<file path="src/rtl/calc_host_seq.sv">
// calc_host_seq: host sequencer for the 8-bit CU/RB/ALU processor.
// It loads two operands from the switches on successive load-button presses,
// issues a one-cycle start pulse, follows the busy handshake, and holds the
// captured result for display.
module calc_host_seq #(
    parameter int DATA_W      = 8,
    parameter int ACK_TIMEOUT = 16
) (
    input  logic              clk,
    input  logic              reset,
    input  logic [DATA_W-1:0] sw,
    input  logic              btn_load,
    input  logic              cu_busy,
    input  logic [DATA_W-1:0] cu_out,
    output logic [DATA_W-1:0] InA,
    output logic [DATA_W-1:0] InB,
    output logic              start,
    output logic [DATA_W-1:0] result,
    output logic              done,
    output logic              err,
    output logic [7:0]        op_count,
    output logic [2:0]        state_dbg
);

    localparam int CNT_W = (ACK_TIMEOUT > 1) ? $clog2(ACK_TIMEOUT) : 1;
    localparam logic [CNT_W-1:0] CNT_LAST = CNT_W'(ACK_TIMEOUT - 1);

    typedef enum logic [2:0] {
        S_IDLE  = 3'd0,
        S_B     = 3'd1,
        S_ARM   = 3'd2,
        S_START = 3'd3,
        S_ACK   = 3'd4,
        S_RUN   = 3'd5,
        S_DONE  = 3'd6,
        S_ERR   = 3'd7
    } state_t;

    state_t           state;
    state_t           stateNext;
    logic             btnS1;
    logic             btnS2;
    logic             btnS3;
    logic             loadPulse;
    logic [CNT_W-1:0] ackCnt;

    // Per-cycle strobes decoded by the FSM and applied by the datapath.
    logic loadA;
    logic loadB;
    logic captureRes;
    logic clearDone;
    logic setErr;
    logic clearErr;
    logic ackClr;
    logic ackInc;

    // Synchronise the raw button and keep one extra stage for edge detection.
    // NOTE: sequential state uses non-blocking (<=) so every flop samples the
    // pre-edge value of its neighbours; blocking here would collapse the chain.
    always_ff @(posedge clk or posedge reset) begin
        if (reset) begin
            btnS1 <= 1'b0;
            btnS2 <= 1'b0;
            btnS3 <= 1'b0;
        end else begin
            btnS1 <= btn_load;
            btnS2 <= btnS1;
            btnS3 <= btnS2;
        end
    end

    // One pulse per press, regardless of how long the button is held.
    assign loadPulse = btnS2 & ~btnS3;

    // State register.
    always_ff @(posedge clk or posedge reset) begin
        if (reset) begin
            state <= S_IDLE;
        end else begin
            state <= stateNext;
        end
    end

    // Next-state and strobe decode; presses outside IDLE/B/DONE/ERR are dropped.
    always_comb begin
        // NOTE: every output of this block gets a default first, so no path
        // leaves a signal unassigned and no latch is inferred.
        stateNext  = state;
        loadA      = 1'b0;
        loadB      = 1'b0;
        captureRes = 1'b0;
        clearDone  = 1'b0;
        setErr     = 1'b0;
        clearErr   = 1'b0;
        ackClr     = 1'b0;
        ackInc     = 1'b0;
        case (state)
            S_IDLE: begin
                if (loadPulse) begin
                    loadA     = 1'b1;
                    stateNext = S_B;
                end
            end
            S_B: begin
                if (loadPulse) begin
                    loadB     = 1'b1;
                    stateNext = S_ARM;
                end
            end
            S_ARM: begin
                if (!cu_busy) begin
                    stateNext = S_START;
                end
            end
            S_START: begin
                ackClr    = 1'b1;
                stateNext = S_ACK;
            end
            S_ACK: begin
                if (cu_busy) begin
                    stateNext = S_RUN;
                end else if (ackCnt == CNT_LAST) begin
                    setErr    = 1'b1;
                    stateNext = S_ERR;
                end else begin
                    ackInc = 1'b1;
                end
            end
            S_RUN: begin
                if (!cu_busy) begin
                    captureRes = 1'b1;
                    stateNext  = S_DONE;
                end
            end
            S_DONE: begin
                if (loadPulse) begin
                    clearDone = 1'b1;
                    stateNext = S_IDLE;
                end
            end
            S_ERR: begin
                if (loadPulse) begin
                    clearErr  = 1'b1;
                    stateNext = S_IDLE;
                end
            end
            default: stateNext = S_IDLE;
        endcase
    end

    // Registered datapath: operands, start flop, result capture, flags, counters.
    always_ff @(posedge clk or posedge reset) begin
        if (reset) begin
            InA      <= '0;
            InB      <= '0;
            start    <= 1'b0;
            result   <= '0;
            done     <= 1'b0;
            err      <= 1'b0;
            op_count <= 8'd0;
            ackCnt   <= '0;
        end else begin
            // High exactly for the single cycle spent in S_START.
            start <= (stateNext == S_START);
            if (loadA) begin
                InA <= sw;
            end
            if (loadB) begin
                InB <= sw;
            end
            if (ackClr) begin
                ackCnt <= '0;
            end else if (ackInc) begin
                ackCnt <= ackCnt + CNT_W'(1);
            end
            if (captureRes) begin
                result   <= cu_out;
                done     <= 1'b1;
                op_count <= op_count + 8'd1;
            end else if (clearDone) begin
                done <= 1'b0;
            end
            if (setErr) begin
                err <= 1'b1;
            end else if (clearErr) begin
                err <= 1'b0;
            end
        end
    end

    // The state register itself drives the LEDs.
    assign state_dbg = state;

endmodule
</file>
<file path="config.mk">
export PLATFORM = sky130hd
export DESIGN_NAME = calc_host_seq
export DESIGN_NICKNAME = d
export VERILOG_FILES = /design/src/rtl/calc_host_seq.sv
export SDC_FILE = /design/constraint.sdc
export NUM_CORES = 1
export LEC_CHECK = 0
export CORE_MARGIN = 5
export CORE_UTILIZATION = 40
export DETAILED_ROUTE_END_ITERATION = 12
export PLACE_DENSITY = 0.75
export SLEW_MARGIN = 10
export SYNTH_ARGS = -nofsm -noshare
export SYNTH_HDL_FRONTEND = slang
export SYNTH_SLANG_ARGS = --single-unit
</file>
<file path="constraint.sdc">
create_clock -name clk -period 3.1 [get_ports clk]
set_input_delay 0.465 -clock clk [delete_from_list [all_inputs] [get_ports clk]]
set_output_delay 0.465 -clock clk [all_outputs]
set_load 0.005 [all_outputs]
</file>
==> flow_results.xml <==
<?xml version="1.0" encoding="UTF-8"?>
<metrics>
  <group name="status">
    <metric name="run_status" unit="">finished clean</metric>
  </group>
  <group name="synth">
    <metric name="avgSynthCellArea" unit="um2">13.2</metric>
    <metric name="synth_edf_count" unit="">0</metric>
    <metric name="yosys_most_used_dff" unit="">sky130_fd_sc_hd__dfrtp_1</metric>
    <metric name="yosysWarnings" unit="">0</metric>
    <metric name="postSynthNetCount" unit="">164</metric>
    <metric name="synth.top_cells.by_area" unit="">sky130_fd_sc_hd__dfrtp_1 60%, sky130_fd_sc_hd__mux2_2 14%, sky130_fd_sc_hd__xnor2_1 2.3%, sky130_fd_sc_hd__nand2_1 1.8%, sky130_fd_sc_hd__nor4b_1 1.4%</metric>
    <metric name="xor_xnor_share_of_the_synthesized_area" unit="%">3.73</metric>
    <metric name="postSynthRegisterBits" unit="">45</metric>
    <metric name="synth_adder_area_share" unit="%">1.33</metric>
    <metric name="async_reset_ff_share" unit="%">100</metric>
    <metric name="synthTopCellsByCount" unit="">45 x sky130_fd_sc_hd__dfrtp_1, 24 x sky130_fd_sc_hd__mux2_2, 9 x sky130_fd_sc_hd__nand2_1</metric>
    <metric name="yosys.cell_types.count" unit="">35</metric>
    <metric name="syn-instance-count" unit="">142</metric>
    <metric name="synth-simple-area-share" unit="%">13.5</metric>
    <metric name="muxShareOfSynthArea" unit="%">14.4</metric>
    <metric name="synth_compound_gate_area_share" unit="%">5.20</metric>
    <metric name="share_of_the_yosys_chip_area_belonging_to_registers" unit="%">60.0</metric>
    <metric name="synth.most_common_cell" unit="">sky130_fd_sc_hd__dfrtp_1</metric>
    <metric name="netlist.area_leader.share" unit="%">60.0</metric>
    <metric name="synth_area" unit="um2">1880</metric>
    <metric name="netlist.top_cell.by_area" unit="">sky130_fd_sc_hd__dfrtp_1</metric>
    <metric name="synth_top_family_by_area" unit="">multiplexers</metric>
  </group>
  <group name="sta">
    <metric name="finalSetupViolCount" unit="">0</metric>
    <metric name="clock_skew" unit="ns">0.00780</metric>
    <metric name="timing.max_slew.rel_slack" unit="%">38.4</metric>
    <metric name="fmax" unit="GHz">0.494</metric>
    <metric name="final_sum_of_negative_setup_slack" unit="ns">0</metric>
    <metric name="finalHoldViolCount" unit="">0</metric>
    <metric name="actual_slew_at_the_worst_max_slew_pin" unit="ns">0.923</metric>
    <metric name="hold_slack" unit="ns">0.364</metric>
    <metric name="rsz_0062_raised_after_global_routing" unit="">no</metric>
    <metric name="final.period_utilization" unit="%">65.3</metric>
    <metric name="finalWorstSetupSlack" unit="ns">1.08</metric>
    <metric name="finalWorstPathRequiredPeriod" unit="ns">2.02</metric>
    <metric name="timing_max_transition_violations_final" unit="">0</metric>
  </group>
  <group name="min_path">
    <metric name="hp-class" unit="">register to register</metric>
  </group>
  <group name="placement">
    <metric name="detailedPlace.worstSlack" unit="ns">0.883</metric>
    <metric name="postPlaceCellArea" unit="um2">2480</metric>
    <metric name="numPlacedInstances" unit="">247</metric>
    <metric name="half_perimeter_wire_length_after_detailed_placement" unit="mm">2.60</metric>
    <metric name="count_of_buffers_inserted_at_the_top_level_ports" unit="">57</metric>
    <metric name="gpl.final_weighted_congestion" unit="">0.708</metric>
  </group>
  <group name="setup_path">
    <metric name="worstPathCellList" unit="">clkdlybuf4s50_1</metric>
    <metric name="cp.required" unit="ns">2.63</metric>
    <metric name="setup.worst_path.start_class" unit="">register</metric>
    <metric name="crit_buf_inv" unit="">1</metric>
    <metric name="worst-setup-path-type" unit="">register to output port</metric>
    <metric name="cell_type_group_with_the_largest_total_delay_on_the_critical_path" unit="">flip-flops</metric>
    <metric name="cp.arrival" unit="ns">1.56</metric>
    <metric name="critical-path-max-stage-delay" unit="ns">0.65</metric>
    <metric name="critPathMaxFanout" unit="">18</metric>
    <metric name="crit_slowest_cell" unit="">sky130_fd_sc_hd__dfrtp_1</metric>
    <metric name="timing.critical_path.to_type" unit="">output port</metric>
  </group>
  <group name="floorplanning">
    <metric name="floorplan.die.height" unit="um">78.5</metric>
    <metric name="top_ports" unit="">58</metric>
    <metric name="core_area" unit="um2">4630</metric>
    <metric name="initial_utilization" unit="%">40.5</metric>
    <metric name="floorplan.die_area" unit="um2">6160</metric>
    <metric name="row_count" unit="">25</metric>
    <metric name="dieWidth" unit="um">78.5</metric>
  </group>
  <group name="drt">
    <metric name="final_antenna_net_count" unit="">0</metric>
    <metric name="detailroute.via_count" unit="">1278</metric>
    <metric name="avgViaCountPerCell" unit="">5.01</metric>
    <metric name="firstDrtPassIters" unit="">2</metric>
    <metric name="drt_wl_total" unit="mm">3.79</metric>
    <metric name="drt-wirelength-per-cell" unit="um">14.9</metric>
    <metric name="drc_errors_left" unit="">0</metric>
    <metric name="dr.first_iter.drc_count" unit="">45</metric>
  </group>
  <group name="run">
    <metric name="maxCapViolations" unit="">0</metric>
  </group>
  <group name="grt">
    <metric name="grt-ovfl-total" unit="">0</metric>
    <metric name="groute.usage.overall" unit="%">13.7</metric>
    <metric name="grt_pass1_vias" unit="">1444</metric>
    <metric name="grt_max_degree" unit="">46</metric>
    <metric name="number_of_antenna_violations_at_the_first_check_in_global_routing" unit="">0</metric>
    <metric name="grt_first_pass_wirelength" unit="mm">6.84</metric>
  </group>
  <group name="clocking">
    <metric name="cts_hold_buf" unit="">0</metric>
    <metric name="post_cts.repair.setup_buffers" unit="">0</metric>
    <metric name="cts_resized" unit="">0</metric>
    <metric name="numClockSinks" unit="">45</metric>
    <metric name="cts.reportedPaths.clkPinSlew" unit="ns">0.08</metric>
    <metric name="worstSkewPairLatency" unit="ns">0.29</metric>
    <metric name="cts.path.max_buffers" unit="">2</metric>
    <metric name="tritoncts" unit="">built</metric>
    <metric name="htree_levels" unit="">2</metric>
    <metric name="ctsRootBufferMaster" unit="">sky130_fd_sc_hd__clkbuf_8</metric>
    <metric name="cts_buffers" unit="">5</metric>
  </group>
  <group name="cells_and_area">
    <metric name="area_delta_synth_final" unit="%">36.9</metric>
    <metric name="num-nets-final" unit="">222</metric>
    <metric name="proportion_of_layout_cells_with_a_drive_suffix_above_1" unit="%">16.4</metric>
    <metric name="fin_area" unit="um2">2570</metric>
    <metric name="seq_area" unit="um2">1130</metric>
    <metric name="post-route-util" unit="%">55.5</metric>
    <metric name="finalNonFillerCells" unit="">255</metric>
    <metric name="area_of_combinational_cells_with_multiple_inputs" unit="um2">717</metric>
    <metric name="num-fill-cells" unit="">398</metric>
    <metric name="diodes" unit="">0</metric>
  </group>
  <group name="pwr">
    <metric name="total_leakage_power" unit="nW">1.08</metric>
    <metric name="ir_drop" unit="mV">0.517</metric>
    <metric name="design_power_total" unit="mW">2.21</metric>
    <metric name="powerDensity" unit="nW/um2">859</metric>
  </group>
</metrics>
## layout make-up
type	count	share of cell area, %
Clock buffer	7	2.97
Clock inverter	1	0.292
Inverter	1	0.146
Multi-Input combinational cell	90	27.9
Sequential cell	45	43.8
Tap cell	54	2.63
Timing Repair Buffer	57	22.2
## cell families (layout without fill, tap and decap cells)
group,count (synthesis),after routing
DFF,45,45
adders and majority gates,2,2
AOI/OAI and AO/OA,16,16
muxes,24,24
and+or+nand+nor,40,40
xor gates and xnor gates,8,8
buffers and inverters,7,66
## path summary, 6_finish.rpt
| path | depth (start not counted) | endpoint | from | slack (ns) |
|---|---|---|---|---|
| worst min register to register | 0 | btnS2$_DFF_PP0_ | btnS1$_DFF_PP0_ | 0.36 |
| worst max register to register | 3 | ackCnt[3]$_DFFE_PP0P_ | state_dbg[0]$_DFF_PP0_ | 1.22 |
| max in group asynchronous | 2 | ackCnt[1]$_DFFE_PP0P_ | reset | 1.83 |
| worst max-delay path | 1 | state_dbg[0] | state_dbg[0]$_DFF_PP0_ | 1.08 |
| min in group asynchronous | 2 | result[3]$_DFFE_PP0P_ | reset | 0.68 |
| worst min-delay path | 0 | btnS2$_DFF_PP0_ | btnS1$_DFF_PP0_ | 0.36 |
## sequential cells by signal (all words and copies together), names as in the netlist
register and cells:
InA 8, InB 8, op_count 8, result 8
ackCnt 4, state_dbg 3, btnS1 1, btnS2 1
btnS3 1, done 1, err 1, start 1
## layer usage
metal / part of all wire (%) / track usage, % / up-vias
met3: 7.8 / 5.85 / 5
met5: 0 / 0 / -
li1: - / - / 620
met4: 0.76 / 3.32 / 0
met1: 44 / 17.3 / 618
met2: 47 / 21.7 / 35
## power breakdown
part,switching (mW),internal (mW),total (mW)
clock,0.191,0.160,0.351
sequential,0.197,0.812,1.01
combinational,0.256,0.589,0.845
total,0.644,1.56,2.21
## cell usage in the layout, fill, tap and decap left out, types with 2 or more instances in the layout
| master | instances |
|---|---|
| sky130_fd_sc_hd__and3_1 | 2 |
| sky130_fd_sc_hd__a31oi_1 | 2 |
| sky130_fd_sc_hd__nand3_1 | 2 |
| sky130_fd_sc_hd__clkbuf_8 | 5 |
| sky130_fd_sc_hd__nand3b_1 | 2 |
| sky130_fd_sc_hd__a21oi_1 | 5 |
| sky130_fd_sc_hd__nor2b_1 | 2 |
| sky130_fd_sc_hd__clkdlybuf4s50_1 | 57 |
| sky130_fd_sc_hd__nand4_1 | 2 |
| sky130_fd_sc_hd__mux2_2 | 24 |
| sky130_fd_sc_hd__nand2b_1 | 2 |
| sky130_fd_sc_hd__nor2_1 | 4 |
| sky130_fd_sc_hd__ha_1 | 2 |
| sky130_fd_sc_hd__clkbuf_1 | 2 |
| sky130_fd_sc_hd__xnor2_1 | 5 |
| sky130_fd_sc_hd__dfrtp_1 | 45 |
| sky130_fd_sc_hd__nand2_1 | 9 |
| sky130_fd_sc_hd__xor2_1 | 3 |
| sky130_fd_sc_hd__nor4b_1 | 3 |
| sky130_fd_sc_hd__o21ai_0 | 4 |
| sky130_fd_sc_hd__nor3_1 | 2 |
| sky130_fd_sc_hd__and4b_1 | 2 |
(Power assumes the default switching activity.)
